## src/rtl/rob_commit_if.sv

```systemverilog
// Handshake bundle between decode/CDB producers and the reorder buffer.
// The master drives allocations and CDB broadcasts and observes the retire side.
// The slave is the ROB itself.
interface rob_commit_if #(
    parameter int PTR_W  = 3,
    parameter int REG_W  = 4,
    parameter int DATA_W = 16
);
    logic              alloc_valid;
    logic [3:0]        alloc_opcode;
    logic [REG_W-1:0]  alloc_dest;
    logic              alloc_ready;
    logic [PTR_W-1:0]  alloc_tag;

    logic              cdb_valid;
    logic [PTR_W-1:0]  cdb_tag;
    logic [DATA_W-1:0] cdb_data;

    logic              commit_valid;
    logic [REG_W-1:0]  commit_reg;
    logic [DATA_W-1:0] commit_data;
    logic [PTR_W-1:0]  commit_tag;

    logic [PTR_W:0]    rob_count;
    logic              rob_full;
    logic              rob_empty;

    modport master (
        output alloc_valid, alloc_opcode, alloc_dest,
        output cdb_valid, cdb_tag, cdb_data,
        input  alloc_ready, alloc_tag,
        input  commit_valid, commit_reg, commit_data, commit_tag,
        input  rob_count, rob_full, rob_empty
    );

    modport slave (
        input  alloc_valid, alloc_opcode, alloc_dest,
        input  cdb_valid, cdb_tag, cdb_data,
        output alloc_ready, alloc_tag,
        output commit_valid, commit_reg, commit_data, commit_tag,
        output rob_count, rob_full, rob_empty
    );
endinterface

```

## src/rtl/rob_commit.sv

```systemverilog
// Reorder buffer with in-order retirement.
// Entries are allocated at the tail and completed by tag from the CDB.
// The head entry retires once it is done, at most one entry per cycle.
// Full and empty are derived from the occupancy count, never from pointer equality.
module rob_commit #(
    parameter int DEPTH  = 8,
    parameter int PTR_W  = 3,
    parameter int REG_W  = 4,
    parameter int DATA_W = 16
) (
    input logic         clk,
    input logic         rst,
    rob_commit_if.slave rob_if
);

    localparam logic [PTR_W:0] DEPTH_C = (PTR_W+1)'(DEPTH);

    logic [DEPTH-1:0]  busy_q, busy_d;
    logic [DEPTH-1:0]  done_q, done_d;
    logic [3:0]        opcode_q [DEPTH];
    logic [3:0]        opcode_d [DEPTH];
    logic [REG_W-1:0]  dest_q   [DEPTH];
    logic [REG_W-1:0]  dest_d   [DEPTH];
    logic [DATA_W-1:0] data_q   [DEPTH];
    logic [DATA_W-1:0] data_d   [DEPTH];

    logic [PTR_W-1:0]  head_q, head_d;
    logic [PTR_W-1:0]  tail_q, tail_d;
    logic [PTR_W:0]    count_q, count_d;

    logic              commit_valid_q, commit_valid_d;
    logic [REG_W-1:0]  commit_reg_q, commit_reg_d;
    logic [DATA_W-1:0] commit_data_q, commit_data_d;
    logic [PTR_W-1:0]  commit_tag_q, commit_tag_d;

    logic              full;
    logic              alloc_fire;
    logic              commit_fire;
    logic              wb_fire;

    assign full = (count_q == DEPTH_C);

    // Refusal is based on the current count, so a same-cycle commit cannot
    // open a slot for an allocation while the buffer is full.
    assign alloc_fire  = rob_if.alloc_valid && !full;
    assign commit_fire = busy_q[head_q] && done_q[head_q] && (count_q != '0);

    // A tail entry being allocated is never busy, so it would be ignored anyway;
    // the explicit term keeps "allocation wins" independent of that invariant.
    assign wb_fire = rob_if.cdb_valid
                  && busy_q[rob_if.cdb_tag]
                  && !done_q[rob_if.cdb_tag]
                  && !(alloc_fire && (rob_if.cdb_tag == tail_q));

    // Next-state for entry storage, pointers, count and the retire registers.
    always_comb begin
        busy_d         = busy_q;
        done_d         = done_q;
        opcode_d       = opcode_q;
        dest_d         = dest_q;
        data_d         = data_q;
        head_d         = head_q;
        tail_d         = tail_q;
        count_d        = count_q;
        commit_valid_d = 1'b0;
        commit_reg_d   = commit_reg_q;
        commit_data_d  = commit_data_q;
        commit_tag_d   = commit_tag_q;

        if (wb_fire) begin
            done_d[rob_if.cdb_tag] = 1'b1;
            data_d[rob_if.cdb_tag] = rob_if.cdb_data;
        end

        if (commit_fire) begin
            commit_valid_d = 1'b1;
            commit_reg_d   = dest_q[head_q];
            commit_data_d  = data_q[head_q];
            commit_tag_d   = head_q;
            busy_d[head_q] = 1'b0;
            done_d[head_q] = 1'b0;
            head_d         = head_q + PTR_W'(1);
        end

        // Applied last so allocation overrides any same-cycle write to the tail slot.
        if (alloc_fire) begin
            busy_d[tail_q]   = 1'b1;
            done_d[tail_q]   = 1'b0;
            opcode_d[tail_q] = rob_if.alloc_opcode;
            dest_d[tail_q]   = rob_if.alloc_dest;
            tail_d           = tail_q + PTR_W'(1);
        end

        case ({alloc_fire, commit_fire})
            2'b10:   count_d = count_q + (PTR_W+1)'(1);
            2'b01:   count_d = count_q - (PTR_W+1)'(1);
            default: count_d = count_q;
        endcase
    end

    // Control state and retire outputs; reset discards every in-flight entry.
    always_ff @(posedge clk) begin
        if (rst) begin
            busy_q         <= '0;
            done_q         <= '0;
            head_q         <= '0;
            tail_q         <= '0;
            count_q        <= '0;
            commit_valid_q <= 1'b0;
            commit_reg_q   <= '0;
            commit_data_q  <= '0;
            commit_tag_q   <= '0;
        end else begin
            busy_q         <= busy_d;
            done_q         <= done_d;
            head_q         <= head_d;
            tail_q         <= tail_d;
            count_q        <= count_d;
            commit_valid_q <= commit_valid_d;
            commit_reg_q   <= commit_reg_d;
            commit_data_q  <= commit_data_d;
            commit_tag_q   <= commit_tag_d;
        end
    end

    // Payload storage is only meaningful while busy, so it needs no reset.
    always_ff @(posedge clk) begin
        opcode_q <= opcode_d;
        dest_q   <= dest_d;
        data_q   <= data_d;
    end

    assign rob_if.alloc_ready  = !full;
    assign rob_if.alloc_tag    = tail_q;
    assign rob_if.commit_valid = commit_valid_q;
    assign rob_if.commit_reg   = commit_reg_q;
    assign rob_if.commit_data  = commit_data_q;
    assign rob_if.commit_tag   = commit_tag_q;
    assign rob_if.rob_count    = count_q;
    assign rob_if.rob_full     = full;
    assign rob_if.rob_empty    = (count_q == '0);

endmodule

```

## src/flat_wrapper.sv

```systemverilog
// flat-port wrapper written by rule: the top's interface ports become plain ports
module rob_commit_flat 
#(
    parameter int DEPTH  = 8,
    parameter int PTR_W  = 3,
    parameter int REG_W  = 4,
    parameter int DATA_W = 16
)
  (clk, rst, rob_if_alloc_valid, rob_if_alloc_opcode, rob_if_alloc_dest, rob_if_cdb_valid, rob_if_cdb_tag, rob_if_cdb_data, rob_if_alloc_ready, rob_if_alloc_tag, rob_if_commit_valid, rob_if_commit_reg, rob_if_commit_data, rob_if_commit_tag, rob_if_rob_count, rob_if_rob_full, rob_if_rob_empty);
  rob_commit_if #(.PTR_W(PTR_W), .REG_W(REG_W), .DATA_W(DATA_W)) rob_if_i ();
  input logic clk;
  input logic rst;
  input wire logic [$bits(rob_if_i.alloc_valid)-1:0] rob_if_alloc_valid;
  input wire logic [$bits(rob_if_i.alloc_opcode)-1:0] rob_if_alloc_opcode;
  input wire logic [$bits(rob_if_i.alloc_dest)-1:0] rob_if_alloc_dest;
  input wire logic [$bits(rob_if_i.cdb_valid)-1:0] rob_if_cdb_valid;
  input wire logic [$bits(rob_if_i.cdb_tag)-1:0] rob_if_cdb_tag;
  input wire logic [$bits(rob_if_i.cdb_data)-1:0] rob_if_cdb_data;
  output wire logic [$bits(rob_if_i.alloc_ready)-1:0] rob_if_alloc_ready;
  output wire logic [$bits(rob_if_i.alloc_tag)-1:0] rob_if_alloc_tag;
  output wire logic [$bits(rob_if_i.commit_valid)-1:0] rob_if_commit_valid;
  output wire logic [$bits(rob_if_i.commit_reg)-1:0] rob_if_commit_reg;
  output wire logic [$bits(rob_if_i.commit_data)-1:0] rob_if_commit_data;
  output wire logic [$bits(rob_if_i.commit_tag)-1:0] rob_if_commit_tag;
  output wire logic [$bits(rob_if_i.rob_count)-1:0] rob_if_rob_count;
  output wire logic [$bits(rob_if_i.rob_full)-1:0] rob_if_rob_full;
  output wire logic [$bits(rob_if_i.rob_empty)-1:0] rob_if_rob_empty;
  assign rob_if_i.alloc_valid = rob_if_alloc_valid;
  assign rob_if_i.alloc_opcode = rob_if_alloc_opcode;
  assign rob_if_i.alloc_dest = rob_if_alloc_dest;
  assign rob_if_i.cdb_valid = rob_if_cdb_valid;
  assign rob_if_i.cdb_tag = rob_if_cdb_tag;
  assign rob_if_i.cdb_data = rob_if_cdb_data;
  assign rob_if_alloc_ready = rob_if_i.alloc_ready;
  assign rob_if_alloc_tag = rob_if_i.alloc_tag;
  assign rob_if_commit_valid = rob_if_i.commit_valid;
  assign rob_if_commit_reg = rob_if_i.commit_reg;
  assign rob_if_commit_data = rob_if_i.commit_data;
  assign rob_if_commit_tag = rob_if_i.commit_tag;
  assign rob_if_rob_count = rob_if_i.rob_count;
  assign rob_if_rob_full = rob_if_i.rob_full;
  assign rob_if_rob_empty = rob_if_i.rob_empty;
  rob_commit #(.DEPTH(DEPTH), .PTR_W(PTR_W), .REG_W(REG_W), .DATA_W(DATA_W)) u_core (.clk(clk), .rst(rst), .rob_if(rob_if_i));
endmodule
```

## config.mk

```make
export PLATFORM = sky130hd
export DESIGN_NAME = rob_commit_flat
export DESIGN_NICKNAME = d
export VERILOG_FILES = /design/src/rtl/rob_commit_if.sv /design/src/rtl/rob_commit.sv /design/src/flat_wrapper.sv
export SDC_FILE = /design/constraint.sdc
export NUM_CORES = 1
export LEC_CHECK = 0
export ABC_AREA = 1
export CAP_MARGIN = 20
export CORE_ASPECT_RATIO = 1.4
export CORE_UTILIZATION = 55
export CTS_CLUSTER_SIZE = 10
export DETAILED_ROUTE_END_ITERATION = 6
export PLACE_DENSITY = 0.75
export SYNTH_ARGS = -nofsm -noshare
export SYNTH_HDL_FRONTEND = slang
export SYNTH_SLANG_ARGS = --single-unit
```

## constraint.sdc

```tcl
create_clock -name clk -period 3.4 [get_ports clk]
set_clock_uncertainty 0.2 [all_clocks]
set_input_delay 0.68 -clock clk [delete_from_list [all_inputs] [get_ports clk]]
set_output_delay 0.68 -clock clk [all_outputs]
set_load 0.03 [all_outputs]
```

**Word level (Yosys, flattened, before mapping)**

Index checks and enable logic that the tools add are counted.

- Register bits after elaboration: 210
- Bits of input ports: 31
- Output and inout port bits: 34
- Logic and storage cells: 105

- Reductions and logical operators: 18
- $lt $le $gt $ge: 11
- Equal/unequal tests: 4
- Bitwise logic cells: 10
- Add/sub/neg operators: 4
- Mux-type cells: 33

Operators by type and width:

| operator | number |
|---|---|
| bitwise mux 128 bit | 1 |
| binary-select mux 16 bit (select 3 bit) | 1 |
| demux 16 bit (select 3 bit) | 1 |
| two-way mux 16 bit | 3 |
| two-way mux 8 bit | 5 |
| bitwise mux 32 bit | 1 |
| AND 8 bit | 3 |
| NOT 8 bit | 2 |
| OR 8 bit | 2 |
| binary-select mux 1 bit (select 3 bit) | 4 |
| binary-select mux 4 bit (select 3 bit) | 1 |
| demux 4 bit (select 3 bit) | 1 |
| greater-or-equal comparator 4 bit, second input constant | 3 |
| logical AND 1 bit | 12 |
| < comparator 3 x 4 -> 1 bit, second input constant | 3 |
| two-way mux 4 bit | 3 |
| NOT 3 -> 4 bit | 3 |
| demux 1 bit (select 3 bit) | 3 |
| greater-or-equal comparator 3 x 1 -> 1 bit, second input constant | 3 |
| < comparator 4 x 1 -> 1 bit, second input constant | 2 |
| two-way mux 1 bit | 8 |
| case mux 4 bit (2 select lines) | 1 |
| adder 3 x 1 -> 3 bit, second input constant | 2 |
| adder 4 x 1 -> 4 bit, second input constant | 1 |
| other kinds (9) | 11 |

**Longest topological paths before layout**

- Depth after elaboration: 11
- Depth in mapped cells: 19
- Mapped depth without buffers: 16

**Worst setup path after synthesis**

Ideal clock, no wire load.

- Kind: reg2reg
- From: reg u_core.count_q[0], in the netlist u_core.rob_if.rob_count[0]
- To: reg u_core.data_q[0] in the netlist's numbering, enable pin
- Setup time: 389 ps
- Required time: 2811 ps
- Period minus slack after synthesis: 2970 ps
- Path buffers: 1
- Cell stages (with the launch flop): 9
- Arrival time: 2382 ps
- Slack: 430 ps
- Cells stage by stage: dfxtp_1 nor2_2 nand3_1 nand2_2 nor2_1 nor2_4 nand3_4 buf_6 nor2_1

- Longest elaborated chain between the ends: 6

Ends and longest elaborated chain:

| item | line | text |
|---|---|---|
| from (decl) | rob_commit.sv:29 | `logic [PTR_W:0] count_q, count_d;` |
| from (signal assigned) | rob_commit.sv:118 | `count_q <= count_d;` |
| equality test 4 bit | rob_commit.sv:41 | `assign full = (count_q == DEPTH_C);` |
| logical NOT 1 bit | -- |  |
| via rob_if_alloc_ready | flat_wrapper.sv:19 | `output wire logic [$bits(rob_if_i.alloc_ready)-1:0] rob_if_alloc_ready;` |
| logical AND 1 bit | rob_commit.sv:45 | `assign alloc_fire = rob_if.alloc_valid && !full;` |
| logical AND 1 bit | rob_commit.sv:53 | `&& !(alloc_fire && (rob_if.cdb_tag == tail_q));` |
| logical NOT 1 bit | rob_commit.sv:53 |  |
| logical AND 1 bit | rob_commit.sv:53 |  |
| to (signal assigned) | rob_commit.sv:130 | `data_q <= data_d;` |
| to (decl) | rob_commit.sv:24 | `logic [DATA_W-1:0] data_q [DEPTH];` |

The timed path passes the listed nets, and every way through them passes these cells.
A chain may end at the register's enable or synchronous reset.

**Worst setup path after layout**

- From: reg u_core.count_q[0], in the netlist u_core.rob_if.rob_count[0]
- To: out rob_if_rob_empty

- Longest elaborated chain between the ends: 1

Ends and longest elaborated chain:

| item | line | text |
|---|---|---|
| logical NOT 4 bit | rob_commit.sv:141 | `assign rob_if.rob_empty = (count_q == '0);` |
| to (decl) | flat_wrapper.sv:27 | `output wire logic [$bits(rob_if_i.rob_empty)-1:0] rob_if_rob_empty;` |

Every way passes these cells.

==> results.toml <==
[clocking]
cts-resized-gates = 0
numCtsBuffers = 25
cts.sinks = 210
cts-root-buf = "clkbuf_16"
clock_latency_ns = 0.53
cts_tree = "done"
hold_buffers = 0
clock_path_buffers = 3
post_cts_buffers = 0
cts_max_level = 1
clk_pin_slew_worst_paths_ns = 0.06

[power_and_ir_drop]
p_comb_share_pct = 4.7
finalPower_w = 0.00542
ir_worst_vdd_mv = 0.458
p_int_w = 0.00426
p_leak_nw = 4.05
switching_share_pct = 21.4
cellPowerDensity_nw_per_um2 = 514
power_frac_seq_pct = 51.7
clkPwrFrac_pct = 43.6
switchingPower_w = 0.00116

[yosys]
synth_edf_count = 160
dominantRegCellSynth = "edfxtp_1"
ys_seq_area_share_pct = 64.9
post-synth-top-area-cell = "edfxtp_1"
yosys-top-cells-area = "edfxtp_1, dfxtp_1, nor2_1, o21ai_0, nand2_1"
yosysMostFrequentCell = "edfxtp_1"
syn_area_um2 = 8950
ys_ff_latch = 210
synth.distinct_cells = 32
synthesis.nets = 902
async_flop_share_pct = 0
yosys-top-cells-count = "edfxtp_1, nor2_1, nand2_1"
yosysTopAreaCellShare_pct = 53.7
avgSynthCellArea_um2 = 10.3
yosys_warnings = 0
syn_inst = 866

[placement]
dp_hpwl_mm = 12.2
pre_cts_slack_ns = 0.358
numPortBuffers = 60
dpl-instance-area_um2 = 9830
place_congestion = 0.859

[final_layout]
synthToLayoutAreaGrowth_pct = 18.0
utilization_pct = 67.1
finalNetCount = 972
drive_above_1_share_pct = 9.53
num_antenna_cells = 0
regMostFlops = "u_core.data_q"
final-seq-area_um2 = 5810
fin_area_um2 = 10600
multi_input_area_um2 = 2600
n_fill_cell = 1196
largest_reg_flops = 128

[sta]
min_period_ns = 2.90
fmax_mhz = 344
slew_headroom_pct = 58.7
final_max_slew_viol_count = 0
finalSetupTns_ns = 0
fin_crit_sh_pct = 85.4
tightest_slew_ns = 0.619
setup_ws_ns = 0.496
setup_viol = 0
rsz0062_at_grt = "false"
finalHoldViolCount = 0

[worst_setup_path]
crit_required_ns = 2.52
r2r-end = "u_core.rob_if.rob_count[3]$_SDFFE_PP0P_"
crit_fanout = 6
slowest_delay_ns = 0.69
worstPathCellList = "nor2_2 -> nand3_1 -> inv_1 -> clkdlybuf4s50_1"
arrival_ns = 2.02
rr_worst_depth = 15
reg2reg_slack_ns = 0.51
critPathKind = "reg2out"
r2r-start = "u_core.head_q[2]$_SDFFE_PP0N_"
cp-end-kind = "output port"
cp_slowest_cell = "clkdlybuf4s50_1"
cp-start-kind = "flip-flop"

[floorplanning]
die_area_um2 = 16800
rows = 54
start_util_pct = 56.8
chipWidth_um = 110
ios = 65
core_area_um2 = 15700
die_h_um = 153

[grt]
grt_util_all_layers_pct = 24.6
antenna_found_initial = 0
grt_pass1_vias = 6176
grt_start_max_net_pins = 63
overflow = 0
grt_pass1_wl_mm = 31.3

[drt]
routed_via_density = 5.60
drt-pass1-iter-count = 5
final_antenna_net_count = 0
drcViolationCount = 0
wire_per_inst_um = 17.3
vias = 6446
drt_first_iter_violations = 542
wl_mm = 19.9

[flow_run]
drv_cap = 0

[worst_hold_path]
hold_path_depth = 2
hold_path_class = "reg2reg"
whs_endpoint = "u_core.rob_if.commit_tag[0]$_SDFFE_PP0N_"
hp-start = "u_core.rob_if.commit_tag[0]$_SDFFE_PP0N_"

[status]
outcome = "complete, no violations"
==> worst max-delay path by stage <==
stage	from	cells after the start	end
final	u_core.rob_if.rob_count[0]$_SDFFE_PP0P_	4	rob_if_rob_empty
after global routing	u_core.head_q[2]$_SDFFE_PP0N_	15	u_core.rob_if.rob_count[3]$_SDFFE_PP0P_
after CTS	u_core.rob_if.rob_count[0]$_SDFFE_PP0P_	4	rob_if_rob_empty
after detailed placement	rob_if_cdb_tag[0]	11	u_core.data_q[41]$_DFFE_PP_
after global placement	rob_if_cdb_tag[1]	10	u_core.data_q[18]$_DFFE_PP_
after floorplan	u_core.rob_if.rob_count[0]$_SDFFE_PP0P_	8	u_core.data_q[0]$_DFFE_PP_
==> routing by layer <==
layer  track usage (%)  part of all wire (%)  up-vias
met3              3.11                   6.2       56
met1              30.0                    39     3013
met2              42.6                    51      239
met5                 0                     0        -
met4              11.2                   3.9        0
li1                  -                     -     3138
==> logic make-up after synthesis <==
| kind of cell | after synthesis | share of synthesized area [%] |
|---|---|---|
| flops | 210 | 64.9 |
| simple gates | 351 | 17.7 |
| fa+ha+maj | 5 | 0.699 |
| compound gates | 171 | 10.2 |
| xor+xnor | 5 | 0.490 |
| buf+inv | 124 | 6.06 |
==> cell type report <==
type                       instances  share of cell area (%)
timing repair buffer              89                    8.34
clock inverter                     3                   0.320
clock buffer                      43                    6.57
inverter                          78                    2.82
tap                              196                    2.32
sequential                       210                    55.0
multi-input combinational        532                    24.6
==> through the flow <==
step	cells	hold WS, ns
after floorplan	866	0.307
after global placement	1105	0.257
after detailed placement	1105	0.265
after CTS	1151	0.272
after global routing	1151	0.319
final	1151	0.277
==> critical path: cells and delay by family, from the launching register on <==
| family | cells | cell delay (ns) |
|---|---|---|
| buffers and inverters | 2 | 0.85 |
| and+or+nand+nor | 2 | 0.29 |
| DFF | 1 | 0.36 |
==> power by group through the flow <==
| stage | clock (W) | combinational, W | sequential (W) |
|---|---|---|---|
| floorplan | 0 | 0.000130 | 0.00287 |
| global placement | 0 | 0.000247 | 0.00285 |
| detailed placement | 0 | 0.000252 | 0.00286 |
| CTS | 0.00240 | 0.000253 | 0.00280 |
| global route | 0.00251 | 0.000281 | 0.00280 |
| finish | 0.00237 | 0.000254 | 0.00280 |
==> layout by cell type, fill, tap and decap left out, types with 24 or more instances in the layout <==
cell type	synthesis	final
buf_4	4	24
clkbuf_16	0	25
clkdlybuf4s50_1	0	60
dfxtp_1	50	49
edfxtp_1	160	160
inv_1	67	67
nand2_1	115	115
nand3_1	39	39
nor2_1	141	141
o21ai_0	103	103
o22ai_1	40	40
Power figures use the tool's default switching activity.
